File: config.mk
export PLATFORM = sky130hd
export DESIGN_NAME = sirv_gnrl_dfflr_pipe
export DESIGN_NICKNAME = d
export VERILOG_FILES = /design/src/rtl/sirv_gnrl_dfflr_pipe.sv
export SDC_FILE = /design/constraint.sdc
export NUM_CORES = 1
export LEC_CHECK = 0
export BUFFER_PORTS_ARGS = -buffer_cell sky130_fd_sc_hd__buf_2
export CAP_MARGIN = 20
export CORE_MARGIN = 1.5
export CORE_UTILIZATION = 48
export CTS_CLUSTER_SIZE = 24
export DETAILED_ROUTE_END_ITERATION = 16
export PLACE_DENSITY = 0.75
export SKIP_CTS_REPAIR_TIMING = 1
export SLEW_MARGIN = 30
export SYNTH_ARGS = -nofsm -noshare
export SYNTH_HDL_FRONTEND = slang
export SYNTH_SLANG_ARGS = --single-unit
export TNS_END_PERCENT = 10
File: constraint.sdc
create_clock -name clk -period 4 [get_ports clk]
set_clock_uncertainty 0.15 [all_clocks]
set_input_delay 0.2 -clock clk [delete_from_list [all_inputs] [get_ports clk]]
set_output_delay 0.2 -clock clk [all_outputs]
set_load 0.01 [all_outputs]
File: src/rtl/sirv_gnrl_dfflr_pipe.sv
`default_nettype none
// +--------------------------------------------------------------------------+
// | Module : sirv_gnrl_dfflr_pipe                                            |
// | Desc   : DEPTH-stage valid/ready register pipeline with bubble collapse, |
// |          synchronous flush and occupancy count.                          |
// | Rev    : 1.0  initial release                                            |
// +--------------------------------------------------------------------------+
module sirv_gnrl_dfflr_pipe #(
  parameter int              DW      = 32,
  parameter int              DEPTH   = 2,
  parameter logic [DW-1:0]   RST_VAL = {DW{1'b0}},
  parameter int              CW      = $clog2(DEPTH + 1)
) (
  input  logic          clk,
  input  logic          rst_n,
  input  logic          flush,
  input  logic          i_vld,
  output logic          i_rdy,
  input  logic [DW-1:0] i_dat,
  output logic          o_vld,
  input  logic          o_rdy,
  output logic [DW-1:0] o_dat,
  output logic [CW-1:0] cnt
);

  logic [DEPTH-1:0] vld;
  logic [DW-1:0]    dat    [DEPTH];
  logic [DEPTH:0]   rdy;
  logic             rdy_acc;
  logic [DEPTH-1:0] ld;
  logic [DW-1:0]    ld_dat [DEPTH];
  logic             xfer_in;
  logic             xfer_out;

  // Ready chain: a stage may take new data when it is empty or everything downstream of it moves.
  // A running accumulator keeps the chain free of self-referencing vector bits.
  always_comb begin
    rdy        = '0;
    rdy_acc    = o_rdy;
    rdy[DEPTH] = o_rdy;
    for (int k = DEPTH - 1; k >= 0; k--) begin
      rdy_acc = ~vld[k] | rdy_acc;
      rdy[k]  = rdy_acc;
    end
  end

  assign i_rdy    = rdy[0] & ~flush & rst_n;
  assign xfer_in  = i_vld & i_rdy;
  assign xfer_out = o_vld & o_rdy;
  assign o_vld    = vld[DEPTH-1];
  assign o_dat    = dat[DEPTH-1];

  // Source of each stage: the upstream handshake for stage 0, the previous stage otherwise.
  always_comb begin
    ld     = '0;
    ld_dat = '{default: '0};
    ld[0]     = xfer_in;
    ld_dat[0] = i_dat;
    for (int k = 1; k < DEPTH; k++) begin
      ld[k]     = vld[k-1];
      ld_dat[k] = dat[k-1];
    end
  end

  // Stage registers: data moves only on a load, a ready stage with no source goes empty.
  always_ff @(posedge clk) begin
    if (!rst_n) begin
      vld <= '0;
      for (int k = 0; k < DEPTH; k++) begin
        dat[k] <= RST_VAL;
      end
    end else if (flush) begin
      vld <= '0;
    end else begin
      for (int k = 0; k < DEPTH; k++) begin
        if (rdy[k]) begin
          if (ld[k]) begin
            vld[k] <= 1'b1;
            dat[k] <= ld_dat[k];
          end else begin
            vld[k] <= 1'b0;
          end
        end
      end
    end
  end

  // Occupancy: tracks words held, moved by the input and output handshakes.
  always_ff @(posedge clk) begin
    if (!rst_n) begin
      cnt <= '0;
    end else if (flush) begin
      cnt <= '0;
    end else begin
      cnt <= cnt + CW'(xfer_in) - CW'(xfer_out);
    end
  end

`ifndef SYNTHESIS
  // Simulation-only consistency: count matches stage valids, controls are known out of reset.
  always_ff @(posedge clk) begin
    if (rst_n) begin
      assert (!$isunknown({i_vld, o_rdy, flush}));
      assert (cnt == CW'($countones(vld)));
    end
  end
`endif

endmodule
`default_nettype wire

==> results_dict.tcl <==
set metrics [dict create \
    status "finished clean" \
    clk_pin_slew_ns 0.06 \
    critPathKind "flop to flop" \
    syn_nets 244 \
    vias_per_cell 5.36 \
    cts_max_path_buffers 2 \
    grt_use_total_pct 15.7 \
    fill_cells 561 \
    port_buffers 72 \
    relSlewSlack_pct 42.0 \
    dieHeight_um 84.5 \
    synth-simple-area-share_pct 23.3 \
    cp-start-kind "flop" \
    layout_min_cycle_time_ns 2.42 \
    grt_max_degree 68 \
    die_w_um 84.5 \
    fin_util_pct 55.3 \
    top_layer "met4" \
    diodes 0 \
    synth_mux_area_share_pct 0 \
    area_delta_synth_final_pct 11.0 \
    seq_power_share_pct 59.3 \
    cts-buffers-inserted 9 \
    worstHoldPathType "input port to flop" \
    place_congestion 0.685 \
    grt-ovfl-total 0 \
    grt_pass1_wl_um 8590 \
    cts-htree-levels 3 \
    dpl_cell_area_mm2 0.00339 \
    totalWireLength_um 5140 \
    worst_pin_slew_ns 0.869 \
    required_ns 4.10 \
    grt_pass1_vias 1736 \
    period_share_pct 60.5 \
    ant_nets 0 \
    critPathMaxFanout 67 \
    wl_met1_um 2190 \
    post_drt_wl_per_cell_um 16.0 \
    cap_violations 0 \
    cts-root-buf "clkbuf_8" \
    rsz0062_at_grt "no" \
    dpl.cell_count 307 \
    clock_sinks 68 \
    synth-adder-area-share_pct 0.786 \
    synthXorXnorAreaFrac_pct 0.707 \
    dr.pass1.iters 4 \
    fmax_ghz 0.413 \
    netlist_area_mm2 0.00319 \
    combinationalPowerShare_pct 9.1 \
    dp_hpwl_um 3090 \
    setup_ws_ns 1.58 \
    syn_inst 205 \
    finalMaxSlewViolations 0 \
    critPathCaptureType "flop" \
    finalHoldViolCount 0 \
    drc 0 \
    stdcell_count 321 \
    die-area_mm2 0.00713 \
    antenna_found_initial 0 \
    synth_compound_area_share_pct 0.786 \
    io_pins 73 \
    p_per_area_mw_per_mm2 396 \
    design_area_mm2 0.00353 \
    fin_nets 280 \
    drive_above_1_share_pct 45.1 \
    ys_types 20 \
    post-place-ws_ns 1.55 \
    synthesis.area_per_instance_um2 15.5 \
    finalSetupViolCount 0 \
    clock_latency_ns 0.32 \
    wl_met2_um 2500 \
    arrival_ns 2.52 \
    p_sw_share_pct 22.5 \
    p_leak_nw 1.29 \
    yosysSeqAreaShare_pct 62.8 \
    route.met3.wl_um 336 \
    peakVddDrop_mv 0.197 \
    setup_tns_ns 0 \
    p_int_mw 1.08 \
    synth_top_family_by_area "simple AND/OR/NAND/NOR gates" \
    vias 1722 \
    core_area_mm2 0.00639 \
    drt_iter0_drc 119 \
    synth-seq-cells 68 \
    start_util_pct 49.9 \
    tritoncts "done" \
    rows 29 \
    p_sw_mw 0.314 \
    clkPwrFrac_pct 31.6 \
    yosys_warnings 0 \
]
through the flow:
stage	hold slack (ns)	power, mW
3_5_place_dp	0.348	0.974
5_1_grt	0.0289	1.46
2_1_floorplan	0.174	0.941
3_3_place_gp	0.346	0.963
4_1_cts	-0.00160	1.42
6_report	0.0224	1.40
cells by family (layout without fill, tap and decap cells):
family	after synthesis	in the layout
adders and majority gates	2	2
DFF	68	68
xor gates and xnor gates	1	1
buffers and inverters	54	93
AOI/OAI and AO/OA	4	4
and+or+nand+nor	76	76
worst paths after layout:
| path | start | endpoint | slack, ns | cells past startpoint |
|---|---|---|---|---|
| setup / recovery | vld[0] | cnt[1] | 1.58 | 8 |
| hold / removal | i_vld | vld[0] | 0.02 | 2 |
| setup reg to reg | vld[0] | cnt[1] | 1.58 | 8 |
| hold reg to reg | vld[0] | vld[1] | 0.44 | 1 |
Yosys cell counts (all sizes together):
| cell | count | share of area [%] |
|---|---|---|
| edfxtp | 64 | 60 |
| nor4b | 64 | 21 |
| buf | 48 | 11 |
| clkbuf | 5 | 0.59 |
| dfxtp | 4 | 2.5 |
| nand2b | 3 | 0.59 |
| nor2 | 3 | 0.35 |
| and2 | 2 | 0.39 |
| ha | 2 | 0.79 |
| nor2b | 2 | 0.39 |
| o21a | 2 | 0.47 |
| o21ai | 2 | 0.31 |
| and3b | 1 | 0.27 |
| inv | 1 | 0.12 |
| nand3b | 1 | 0.24 |
| xnor3 | 1 | 0.71 |
state kept, by name (all words and copies together) (netlist names):
signal	count
dat	64
cnt	2
vld	2
worst max-delay path, cell delays in order (launching register included):
cell and delay [ns]:
dfxtp_1 0.41, and3b_2 0.25, buf_4 0.61, nand3b_1 0.20
ha_1 0.23, inv_1 0.06, ha_1 0.15, xnor3_1 0.21
nor2_1 0.08
routing by layer:
metal | vias up | GRT usage, %
li1 | 836 | -
met1 | 814 | 21.5
met2 | 61 | 23.1
met3 | 11 | 4.23
met4 | 0 | 7.92
met5 | - | 0
power by group through the flow:
stage          sequential, mW  combinational (mW)  clock (mW)
2_1_floorplan           0.845              0.0961           0
3_3_place_gp            0.844               0.119           0
3_5_place_dp            0.844               0.130           0
4_1_cts                 0.830               0.130       0.458
5_1_grt                 0.833               0.141       0.486
6_report                0.829               0.128       0.443
layout make-up:
class | count | area, µm² | share of cell area [%]
flip-flops and latches | 68 | 2000 | 56.6
multi-input cells | 83 | 847 | 24.0
repair buffers | 78 | 440 | 12.5
clock buffers | 9 | 124 | 3.50
well taps | 77 | 96.3 | 2.73
clock inverters | 5 | 21.3 | 0.602
inverters | 1 | 3.75 | 0.106
cell usage in the layout, fill, tap and decap left out, drive strengths merged:
cell type   n
ha          2
nand3b      1
nor2b       2
and2        2
dfxtp       4
nand2b      3
clkinv      5
and3b       1
inv         1
clkbuf      9
edfxtp     64
nor4b      64
buf        78
o21ai       2
nor2        3
o21a        2
xnor3       1
Note: power is estimated with default switching activity, not from simulation.
